File: src/rtl/drum_strike_sequencer.sv
// rtl/drum_strike_sequencer.sv - multi-channel strike request scheduler
// Divides the clock to a sample strobe and issues per-channel strike requests on valid/ready.
module drum_strike_sequencer #(
   parameter int CLK_DIV  = 1042,
   parameter int NUM_CH   = 4,
   parameter int IDX_W    = 32,
   parameter int PERIOD_W = 16,
   parameter int AMP_W    = 18
) (
   input  logic                         CLOCK_50,
   input  logic                         reset,
   input  logic                         enable,
   input  logic                         mode,
   input  logic [NUM_CH*PERIOD_W-1:0]   period,
   input  logic [NUM_CH*AMP_W-1:0]      amp_in,
   output logic                         sample_tick,
   output logic [IDX_W-1:0]             sample_index,
   output logic [NUM_CH-1:0]            strike_valid,
   input  logic [NUM_CH-1:0]            strike_ready,
   output logic [NUM_CH*AMP_W-1:0]      strike_amp,
   output logic [NUM_CH*8-1:0]          missed,
   output logic                         busy
);

   localparam int DIV_W = $clog2(CLK_DIV);

   typedef enum logic [1:0] {IDLE, RUN, DONE} state_t;

   state_t             state, next_state;
   logic [DIV_W-1:0]   div;
   logic               one_shot;
   logic               start, running, tick_now;
   logic [NUM_CH-1:0]  chan_done;

   always_ff @(posedge CLOCK_50 or negedge reset) begin
      if (!reset) state <= IDLE;
      else        state <= next_state;
   end

   always_comb begin
      next_state = state;
      case (state)
         IDLE: if (enable) next_state = RUN;
         RUN: begin
            if (!enable)
               next_state = IDLE;
            else if (one_shot && (&chan_done) && (strike_valid == '0))
               next_state = DONE;
         end
         DONE: if (!enable) next_state = IDLE;
         default: next_state = IDLE;
      endcase
   end

   always_comb begin
      start    = (state == IDLE) && enable;
      running  = (state == RUN) && enable;
      tick_now = running && (div == DIV_W'(CLK_DIV - 1));
   end

   // DONE freezes divider and index; every other non-running cycle clears them.
   always_ff @(posedge CLOCK_50 or negedge reset) begin
      if (!reset) begin
         div          <= '0;
         sample_tick  <= 1'b0;
         sample_index <= '0;
         busy         <= 1'b0;
         one_shot     <= 1'b0;
      end else begin
         busy        <= (next_state == RUN);
         sample_tick <= tick_now;
         if (start) begin
            one_shot     <= mode;
            div          <= '0;
            sample_index <= '0;
         end else if (running) begin
            div <= tick_now ? '0 : div + DIV_W'(1);
            if (tick_now) sample_index <= sample_index + IDX_W'(1);
         end else if (state != DONE) begin
            div          <= '0;
            sample_index <= '0;
         end
      end
   end

   for (genvar c = 0; c < NUM_CH; c++) begin : g_ch
      logic [PERIOD_W-1:0] per, cd;
      logic [AMP_W-1:0]    amp;
      logic [7:0]          miss;
      logic                valid, struck, strike, xfer;

      assign per    = period[c*PERIOD_W +: PERIOD_W];
      assign strike = tick_now && (cd == '0) && (per != '0) && !(one_shot && struck);
      assign xfer   = valid && strike_ready[c];

      assign chan_done[c]              = (per == '0) || struck;
      assign strike_valid[c]           = valid;
      assign strike_amp[c*AMP_W +: AMP_W] = amp;
      assign missed[c*8 +: 8]          = miss;

      always_ff @(posedge CLOCK_50 or negedge reset) begin
         if (!reset) begin
            cd     <= '0;
            amp    <= '0;
            miss   <= '0;
            valid  <= 1'b0;
            struck <= 1'b0;
         end else if (start) begin
            cd     <= '0;
            miss   <= '0;
            valid  <= 1'b0;
            struck <= 1'b0;
         end else if (!running) begin
            cd    <= '0;
            valid <= 1'b0;
         end else begin
            if (strike && !one_shot)
               cd <= per - PERIOD_W'(1);
            else if (tick_now && (cd != '0))
               cd <= cd - PERIOD_W'(1);
            if (strike && one_shot) struck <= 1'b1;
            // A strike landing on an accept cycle replaces the request rather than counting a miss.
            if (strike) begin
               valid <= 1'b1;
               if (!valid || xfer)
                  amp <= amp_in[c*AMP_W +: AMP_W];
               else if (miss != 8'hFF)
                  miss <= miss + 8'd1;
            end else if (xfer) begin
               valid <= 1'b0;
            end
         end
      end
   end

endmodule
File: config.mk
export PLATFORM = sky130hd
export DESIGN_NAME = drum_strike_sequencer
export DESIGN_NICKNAME = d
export VERILOG_FILES = /design/src/rtl/drum_strike_sequencer.sv
export SDC_FILE = /design/constraint.sdc
export NUM_CORES = 1
export LEC_CHECK = 0
export CELL_PAD_IN_SITES_DETAIL_PLACEMENT = 0
export CELL_PAD_IN_SITES_GLOBAL_PLACEMENT = 2
export CORE_AREA = 2 2 196 198
export DETAILED_ROUTE_END_ITERATION = 10
export DIE_AREA = 0 0 198 200
export PLACE_DENSITY = 0.83
export SYNTH_ARGS = -nofsm -noshare
export SYNTH_HDL_FRONTEND = slang
export SYNTH_SLANG_ARGS = --single-unit
File: constraint.sdc
create_clock -name CLOCK_50 -period 10.2 [get_ports CLOCK_50]
set_input_delay 3.06 -clock CLOCK_50 [delete_from_list [all_inputs] [get_ports CLOCK_50]]
set_output_delay 3.06 -clock CLOCK_50 [all_outputs]
set_load 0.01 [all_outputs]
==> results_dict.tcl, run 1 <==
set metrics [dict create \
    status "completed" \
    rsz0062_at_grt "no" \
    worstPathArrival_ns 7.19 \
    finalClockSkew_ns 0.0134 \
    holdBufCountCts 0 \
    die-area_sq_um 39600 \
    grt.overflow.total 0 \
    met3_length_um 2200 \
    cts_resized 0 \
    antenna_found_initial 1 \
    cts.path.max_buffers 3 \
    worst_pin_slew_ns 0.937 \
    synth_nets 1468 \
    cts.clk_slew.worst_paths_ns 0.06 \
    syn_area_sq_um 12300 \
    viasPerCell 5.37 \
    fin_setup_tns_ns 0 \
    r2r_slack_ns 6.02 \
    numCtsBuffers 28 \
    ir_drop_mv 0.116 \
    reg2regPathDepth 7 \
    synthCells 1313 \
    wl_met1_um 17900 \
    maxCapViolCount 0 \
    yosys.area.top_type "dfrtp_1" \
    start_util_pct 32.9 \
    final_antenna_net_count 0 \
    firstDrtPassIters 7 \
    syn_avg_cell_area_sq_um 9.36 \
    p_leak_nw 6.90 \
    seq_area_frac_synth_pct 45.6 \
    timing.fmax_mhz 148 \
    finalPower_mw 2.12 \
    p_clk_share_pct 51.0 \
    worstSetupStartpointType "input pin" \
    setup_viol 0 \
    p_per_area_nw_per_um2 127 \
    swShare_pct 23.3 \
    numPortBuffers 285 \
    pwr-share-seq_pct 42.3 \
    core_sq_um 37400 \
    die_x_um 198 \
    synth-edff-count 0 \
    finalCriticalPeriod_ns 6.74 \
    wl_um 39600 \
    clkLatencyLatePin_ns 0.57 \
    vias 11400 \
    r2r_start "div[2]" \
    dp_hpwl_um 28000 \
    crit_path_max_fanout 21 \
    cp-startpoint "period[27]" \
    pwr-share-comb_pct 6.7 \
    final_layout_size_suffix_gt1_share_pct 11.0 \
    grt_pass1_wl_um 62100 \
    drtIter0Drc 611 \
    finalHoldViolations 0 \
    cts_tree "yes" \
    area_delta_synth_final_pct 36.0 \
    internal_power_mw 1.62 \
    synth-seq-cells 224 \
    endpoint "g_ch[1].cd[12]" \
    cts_sinks 224 \
    crit_type "in -> reg" \
    hold_ws_ns 0.504 \
    endpoint_kind "flip-flop" \
    remaining_drc_errors 0 \
    placementRows 71 \
    post-cts-setup-buffer-count 0 \
    first_global_vias 11000 \
    routedWlPerCell_um 18.6 \
    synthTopCellsByCount "224 x dfrtp_1, 168 x nor2_1, 110 x nand2_1, 99 x o21ai_0, 76 x mux2_2" \
    crit-reg2reg-capture "g_ch[1].amp[12]" \
    min_path_type "reg -> reg" \
    slew_viol_final 0 \
    relSlewSlack_pct 36.7 \
    io_pins 286 \
    min_from "g_ch[1].amp[11]" \
    ctsHtreeMaxLevel 1 \
    cts_root_buf "clkbuf_16" \
    synth_most_common_cell "dfrtp_1" \
    dp_slack_ns 2.96 \
    grt_max_degree 134 \
    met2_length_um 18400 \
    worst_slack_ns 3.46 \
    async_flop_share_pct 100 \
    period_share_pct 66.1 \
    dieHeight_um 200 \
    power.switching_mw 0.493 \
    grtUsageTotal_pct 19.6 \
    nNetsFinal 1746 \
    yosysUniqueCellTypes 80 \
    top_layer "met4" \
    ys_top_cells_by_area "dfrtp_1 46%, mux2_2 7.0%, nor2_1 5.1%" \
    synth_top_area_share_pct 45.6 \
    worstPathRequired_ns 10.65 \
    gp_congestion 0.815 \
    synth_ff_type "dfrtp_1" \
    ys_warn_count 0 \
]
## registers in the layout, summed over array words and instances, names as in the netlist
signal / flops
g_ch.cd: 64
g_ch.miss: 32
div: 11
g_ch.struck: 4
busy: 1
state: 2
one_shot: 1
g_ch.amp: 72
sample_index: 32
sample_tick: 1
g_ch.valid: 4
## layer usage
metal / vias up / GRT usage, %
li1: 5410 / -
met2: 310 / 31.4
met1: 5626 / 27.2
met5: - / 0
met4: 0 / 5.99
met3: 59 / 3.39
## worst min-delay path by stage
stage	endpoint	slack, ns	cells past startpoint
global placement	g_ch[3].amp[8]	0.49	1
floorplan	g_ch[2].cd[4]	0.46	1
CTS	g_ch[3].amp[13]	0.51	1
global route	g_ch[2].amp[5]	0.52	1
finish	g_ch[1].amp[11]	0.50	1
detailed placement	g_ch[3].amp[13]	0.49	1
## power groups by stage
stage	combinational, mW	clock (mW)	sequential [mW]
finish	0.142	1.08	0.895
global route	0.156	1.15	0.895
CTS	0.143	1.11	0.895
detailed placement	0.143	0	0.911
global placement	0.143	0	0.911
floorplan	0.0392	0	0.909
## per-stage QoR
stage	utilization (%)	area, sq um	instances
floorplan	-	12300	1313
global placement	42.0	15700	2072
detailed placement	42.0	15700	2072
CTS	44.7	16700	2124
global route	44.7	16700	2125
finish	44.7	16700	2125
## worst max-delay path: stages
cell and delay [ns]:
clkdlybuf4s50_1 0.46, or3_1 0.42, or4_1 0.55, o211a_1 0.56, a21oi_1 0.26, ha_1 0.23
nor3b_1 0.57, nand3_1 0.21, nor4_1 0.20, o21ai_0 0.18, o21ai_0 0.17, o31ai_1 0.10
a32o_1 0.21
## cells by family after synthesis
kind of cell             after synthesis  synth area share [%]
AO/OA/AOI/OAI                        290                  14.9
XOR/XNOR                              58                  4.13
adder cells (fa/ha/maj)               11                  1.12
buffers and inverters                 74                  2.66
flip-flops                           224                  45.6
multiplexers                          80                  7.29
AND/OR/NAND/NOR                      576                  24.3
## cell usage in the layout, fill, tap and decap left out, types with 7 or more instances in the layout
cell,count
a211oi_1,15
a21oi_1,49
a31oi_1,33
and3_1,9
and4_1,8
buf_4,15
clkbuf_16,28
clkbuf_8,12
clkdlybuf4s50_1,284
dfrtp_1,224
ha_1,11
inv_1,21
mux2_2,76
nand2_1,110
nand3_1,66
nand3b_1,8
nand4_1,11
nor2_1,167
nor2b_1,8
nor3_1,47
nor4_1,22
nor4b_1,7
o211ai_1,15
o21ai_0,99
o31ai_1,8
or3_1,35
or4_1,23
xnor2_1,34
xor2_1,24
## cell type report
class                           count  area (sq um)
Fill cell                        3619         20700
Multi-Input combinational cell   1015          6380
Sequential cell                   224          5610
Timing Repair Buffer              301          2990
Clock buffer                       42           873
Tap cell                          511           639
Clock inverter                     10           150
Inverter                           21          78.8
Antenna cell                        1          2.50
No activity file was read; power rests on OpenSTA's default activity.
==> run 2, diff against run 1 <==
--- a/config.mk
+++ b/config.mk
@@ -7,10 +7,10 @@
 export LEC_CHECK = 0
 export CELL_PAD_IN_SITES_DETAIL_PLACEMENT = 0
 export CELL_PAD_IN_SITES_GLOBAL_PLACEMENT = 2
-export CORE_AREA = 2 2 196 198
+export CORE_AREA = 2 2 213 215
 export DETAILED_ROUTE_END_ITERATION = 10
-export DIE_AREA = 0 0 198 200
-export PLACE_DENSITY = 0.83
+export DIE_AREA = 0 0 215 217
+export PLACE_DENSITY = 0.74
 export SYNTH_ARGS = -nofsm -noshare
 export SYNTH_HDL_FRONTEND = slang
 export SYNTH_SLANG_ARGS = --single-unit
==> constraint.sdc (replaced) <==
create_clock -name CLOCK_50 -period 5.9 [get_ports CLOCK_50]
set_input_delay 1.77 -clock CLOCK_50 [delete_from_list [all_inputs] [get_ports CLOCK_50]]
set_output_delay 1.77 -clock CLOCK_50 [all_outputs]
set_load 0.01 [all_outputs]
==> run 2 against run 1 <==
Critical path type unchanged. Power rose by 70%. Sequential share of layout area fell by 0.49 points. Count of clock-buffer cells in the layout unchanged. Worst setup slack got worse by 2.4 ns. Highest routed layer is now met5. Sequential power increased by 73%. Worst hold slack lost 0.0014 ns. Critical path depth rose by 1. Combinational power increased by 78%. Routed wire length up 7.6%.
==> results_dict.tcl, run 2 (synthesis gave the netlist of run 1 again) <==
set metrics [dict create \
    cts_resized 0 \
    dp_hpwl_um 30800 \
    slowest_delay_ns 0.49 \
    die_x_um 215 \
    dp_slack_ns 0.457 \
    worst_pin_slew_ns 1.05 \
    holdBufCountCts 0 \
    cts.clk_slew.worst_paths_ns 0.06 \
    top_regs "g_ch.amp: 72 flops, g_ch.cd: 64 flops" \
    worst_slack_ns 1.07 \
    top_layer "met5" \
    grtUsageTotal_pct 17.9 \
    finalClockSkew_ns 0.0159 \
    p_clk_share_pct 50.1 \
    cts.path.max_buffers 3 \
    firstDrtPassIters 8 \
    ir_drop_mv 0.210 \
    period_share_pct 81.9 \
    numPortBuffers 285 \
    status "completed" \
    crit_top_cell "o21ai_0" \
    endpoint_kind "flip-flop" \
    grt_pass1_wl_um 67200 \
    met2_length_um 20200 \
    final_layout_size_suffix_gt1_share_pct 12.3 \
    path_delay_family "simple AND/OR/NAND/NOR gates" \
    slew_viol_final 0 \
    worstSetupStartpointType "input pin" \
    final_antenna_net_count 0 \
    viasPerCell 5.12 \
    dieHeight_um 217 \
    nNetsFinal 1774 \
    cpMaxStageDelayCell "clkdlybuf4s50_1" \
    relSlewSlack_pct 29.2 \
    worstPathArrival_ns 5.31 \
    numCtsBuffers 29 \
    power.switching_mw 0.880 \
    final_common_cell "clkdlybuf4s50_1" \
    path_cells "clkdlybuf4s50_1 -> or3_1 -> or4_1 -> o211a_1 -> a21oi_1 -> ha_1 -> nor3b_1 -> buf_4 -> nand3_1 -> nor4_1 -> o21ai_0 -> o21ai_0 -> o31ai_1 -> a32o_1" \
    rsz0062_at_grt "no" \
    p_per_area_nw_per_um2 213 \
    gp_congestion 0.835 \
    first_global_vias 11400 \
    swShare_pct 24.4 \
    mostFrequentLayoutCells "284 x clkdlybuf4s50_1, 224 x dfrtp_1, 166 x nor2_1, 110 x nand2_1, 99 x o21ai_0" \
    met3_length_um 2160 \
    placementRows 78 \
    fin_cells 2241 \
    routedWlPerCell_um 19.0 \
    area_delta_synth_final_pct 38.1 \
    cts_tree "yes" \
    timing.fmax_mhz 207 \
    path_buf_inv 2 \
    cts_sinks 224 \
    pwr-share-comb_pct 7.0 \
    grt_max_degree 105 \
    pwr-share-seq_pct 42.9 \
    wl_met1_um 19400 \
    antenna_found_initial 3 \
    finalHoldViolations 0 \
    p_leak_nw 7.00 \
    internal_power_mw 2.73 \
    core_sq_um 44700 \
    die-area_sq_um 46700 \
    grt.overflow.total 0 \
    ctsHtreeMaxLevel 1 \
    post-cts-setup-buffer-count 0 \
    crit_path_max_fanout 9 \
    crit_type "in -> reg" \
    finalCriticalPeriod_ns 4.83 \
    drtIter0Drc 677 \
    setup_viol 0 \
    io_pins 286 \
    diodes 0 \
    wl_um 42600 \
    top_register "g_ch.amp" \
    worstPathRequired_ns 6.37 \
    cts_root_buf "clkbuf_16" \
    min_path_type "reg -> reg" \
    remaining_drc_errors 0 \
    clkLatencyLatePin_ns 0.58 \
    fin_setup_tns_ns 0 \
    dp_cells 2188 \
    start_util_pct 27.5 \
    maxCapViolCount 0 \
    vias 11500 \
    largest_reg_flops 72 \
]
==> run 2: cell count changes in the layout (fill, tap and decap cells not counted), moves of 2 or more <==
| cell | change |
|---|---|
| clkinvlp_4 | +2 |
| buf_4 | +27 |
| clkbuf_8 | -6 |
| clkbuf_1 | +5 |
==> run 2: cell type report <==
type	count	area, sq um
Tap cell	600	751
Sequential cell	224	5610
Clock buffer	42	835
Timing Repair Buffer	328	3190
Fill cell	4628	27700
Multi-Input combinational cell	1015	6380
Inverter	21	78.8
Clock inverter	11	125
==> run 2: path summary, 6_finish.rpt <==
path                                     start              to  slack [ns]  cells after the start
worst max-delay path                period[25]  g_ch[1].cd[12]        1.07                     14
min in group asynchronous                reset  g_ch[0].cd[12]        1.23                      1
worst min register to register  g_ch[2].amp[2]  g_ch[2].amp[2]        0.50                      1
worst max register to register  g_ch[2].cd[11]  g_ch[2].cd[12]        2.26                     13
max in group asynchronous                reset  g_ch[1].amp[5]        3.69                      2
worst min-delay path            g_ch[2].amp[2]  g_ch[2].amp[2]        0.50                      1
==> run 2: power groups by stage <==
stage,Clock (mW),Sequential [mW],Combinational (mW)
after floorplan,0,1.57,0.0677
after global placement,0,1.57,0.256
after detailed placement,0,1.57,0.255
after CTS,1.87,1.55,0.257
after global routing,1.93,1.55,0.277
final,1.81,1.55,0.253
==> run 2: worst reg2reg max path, cell delays in order (launching register included) <==
cell,delay [ns]
dfrtp_1,0.46
or4_1,0.64
or3_1,0.45
a2111oi_2,0.38
buf_4,0.24
a21oi_1,0.08
ha_1,0.23
nor2b_1,0.15
nand2b_1,0.11
a2111oi_0,0.08
buf_4,0.22
nand3_1,0.11
mux2_2,0.34
o21ai_1,0.07
==> run 2: per-layer routing <==
layer  up-vias  global-route usage, %
li1       5476                      -
met1      5683                   24.5
met2       263                   29.4
met3        54                   3.37
met4         6                   4.25
met5         -                      0
==> run 2: metrics by stage <==
step           power, mW  hold slack [ns]  area [sq um]  utilization (%)
3_3_place_gp        1.83            0.488         16000             35.8
3_5_place_dp        1.83            0.494         16000             35.8
5_1_grt             3.76            0.519         17000             38.0
2_1_floorplan       1.64            0.461         12300                -
6_report            3.61            0.502         17000             38.0
4_1_cts             3.67            0.508         17000             38.0
==> run 3, diff against run 2 <==
--- a/config.mk
+++ b/config.mk
@@ -7,10 +7,10 @@
 export LEC_CHECK = 0
 export CELL_PAD_IN_SITES_DETAIL_PLACEMENT = 0
 export CELL_PAD_IN_SITES_GLOBAL_PLACEMENT = 2
-export CORE_AREA = 2 2 213 215
+export CORE_AREA = 2 2 203 205
 export DETAILED_ROUTE_END_ITERATION = 10
-export DIE_AREA = 0 0 215 217
-export PLACE_DENSITY = 0.74
+export DIE_AREA = 0 0 205 207
+export PLACE_DENSITY = 0.78
 export SYNTH_ARGS = -nofsm -noshare
 export SYNTH_HDL_FRONTEND = slang
 export SYNTH_SLANG_ARGS = --single-unit
==> constraint.sdc (replaced) <==
create_clock -name CLOCK_50 -period 4.5 [get_ports CLOCK_50]
set_input_delay 1.35 -clock CLOCK_50 [delete_from_list [all_inputs] [get_ports CLOCK_50]]
set_output_delay 1.35 -clock CLOCK_50 [all_outputs]
set_load 0.01 [all_outputs]
==> run 3 against run 2 <==
Combinational power increased by 41%. Global-route usage increased by 1.1 points. Clock power increased by 25%. Worst hold slack improved by 0.00071 ns. Sequential share of layout area decreased by 0.61 points. Final cell count decreased by 0.62%. Die area decreased by 9.0%. Critical path type unchanged.
==> results_dict.tcl, run 3 (synthesis gave the netlist of run 1 again) <==
set metrics [dict create \
    firstDrtPassIters 5 \
    mostFrequentLayoutCells "284 x clkdlybuf4s50_1, 224 x dfrtp_1, 167 x nor2_1, 110 x nand2_1, 99 x o21ai_0" \
    placementRows 74 \
    stdcell_area_sq_um 17300 \
    relSlewSlack_pct 20.2 \
    final_antenna_net_count 0 \
    placed_cell_area_sq_um 16400 \
    grt_max_degree 105 \
    largest_reg_flops 72 \
    cts.path.max_buffers 3 \
    cts_sinks 224 \
    met2_length_um 19300 \
    worstPathArrival_ns 4.57 \
    ctsHtreeMaxLevel 1 \
    wl_um 40800 \
    dp_hpwl_um 29600 \
    worstPathRequired_ns 4.94 \
    die_x_um 205 \
    cts.clk_slew.worst_paths_ns 0.07 \
    min_path_type "reg -> reg" \
    finalCriticalPeriod_ns 4.13 \
    finalHoldViolations 0 \
    timing.fmax_mhz 242 \
    post-cts-setup-buffer-count 0 \
    cpMaxStageDelayCell "a2111oi_0" \
    r2r_slack_ns 0.90 \
    holdBufCountCts 0 \
    p_per_area_nw_per_um2 269 \
    cts_tree "yes" \
    numPortBuffers 285 \
    ir_drop_mv 0.257 \
    dp_cells 2173 \
    finalClockSkew_ns 0.0242 \
    cp-startpoint "period[38]" \
    nNetsFinal 1827 \
    endpoint_kind "flip-flop" \
    start_util_pct 30.4 \
    worstSetupStartpointType "input pin" \
    die-area_sq_um 42400 \
    internal_power_mw 3.53 \
    pwr-share-comb_pct 7.6 \
    rsz0062_at_grt "no" \
    remaining_drc_errors 0 \
    pwr-share-seq_pct 43.6 \
    maxCapViolCount 0 \
    status "completed" \
    grt_pass1_wl_um 65300 \
    viasPerCell 5.24 \
    hold_ws_ns 0.503 \
    p_leak_nw 7.25 \
    setup_viol 0 \
    path_delay_family "compound AO/OA/AOI/OAI gates" \
    wl_met1_um 18100 \
    r2r_start "g_ch[2].cd[11]" \
    period_share_pct 91.8 \
    final_common_cell "clkdlybuf4s50_1" \
    met3_length_um 2340 \
    worst_pin_slew_ns 1.19 \
    path_buf_inv 1 \
    vias 11700 \
    p_clk_share_pct 48.7 \
    top_layer "met5" \
    routedWlPerCell_um 18.3 \
    crit_path_max_fanout 4 \
    fin_setup_tns_ns 0 \
    min_from "g_ch[2].amp[5]" \
    numCtsBuffers 29 \
    slew_viol_final 0 \
    area_delta_synth_final_pct 40.6 \
    crit_top_cell "o21ai_0" \
    finalPower_mw 4.65 \
    grt.overflow.total 0 \
    crit_type "in -> reg" \
    io_pins 286 \
    gp_congestion 0.821 \
    grtUsageTotal_pct 19.0 \
    core_sq_um 40400 \
    first_global_vias 11600 \
    cts_root_buf "clkbuf_16" \
    fin_cells 2227 \
    slowest_delay_ns 0.56 \
    antenna_found_initial 2 \
    power.switching_mw 1.12 \
    dieHeight_um 207 \
    swShare_pct 24.0 \
    top_register "g_ch.amp" \
    cts_resized 0 \
    top_regs "g_ch.amp: 72 flops, g_ch.cd: 64 flops" \
    clkLatencyLatePin_ns 0.57 \
    drtIter0Drc 593 \
    final_layout_size_suffix_gt1_share_pct 15.2 \
    path_cells "clkdlybuf4s50_1 -> or2_2 -> nor4_1 -> a2111oi_2 -> a21oi_1 -> ha_1 -> nor2b_1 -> nand2b_1 -> a2111oi_0 -> o21ai_0 -> a32oi_1 -> o21ai_0" \
]
## run 3: layer usage
metal  track usage, %  vias to the layer above
met5                0                        -
met4             5.06                        2
met3             3.73                       60
met2             30.9                      295
met1             25.8                     5728
li1                 -                     5578
## run 3: final timing paths
check                      depth (start not counted)             end
hold reg to reg                                    1  g_ch[2].amp[5]
hold / removal                                     1  g_ch[2].amp[5]
min in group asynchronous                          1   g_ch[0].cd[3]
setup reg to reg                                  12  g_ch[2].cd[12]
setup / recovery                                  12   g_ch[2].cd[8]
max in group asynchronous                          2  g_ch[2].amp[9]
## run 3: stage by stage
stage / setup WS (ns) / utilization [%]
2_1_floorplan: 0.00626 / -
3_3_place_gp: -0.109 / 40.5
3_5_place_dp: -0.109 / 40.5
4_1_cts: 0.468 / 42.8
5_1_grt: 0.242 / 42.8
6_report: 0.369 / 42.8
## run 3: final cells by class
cell class / instances / area (sq um)
inverters: 21 / 78.8
diodes: 1 / 2.50
clock inverters: 10 / 81.3
multi-input cells: 1015 / 6390
repair buffers: 381 / 3620
fillers: 4044 / 23100
clock buffers: 43 / 838
well taps: 532 / 666
flip-flops and latches: 224 / 5610
## run 3: worst register-to-register path, stage by stage, from the launching register on
cell       delay (ns)
dfrtp_1          0.46
or4_1            0.64
or3_1            0.47
a2111oi_2        0.53
a21oi_1          0.14
ha_1             0.24
nor2b_1          0.16
nand2b_1         0.14
a2111oi_2        0.07
buf_4            0.16
nand3_1          0.11
mux2_2           0.33
o21ai_1          0.07
## run 3: power groups by stage
stage / Sequential (mW) / Clock (mW) / Combinational, mW
after floorplan: 2.06 / 0 / 0.0898
after global placement: 2.06 / 0 / 0.359
after detailed placement: 2.06 / 0 / 0.359
after CTS: 2.03 / 2.35 / 0.361
after global routing: 2.03 / 2.42 / 0.389
final: 2.03 / 2.27 / 0.356
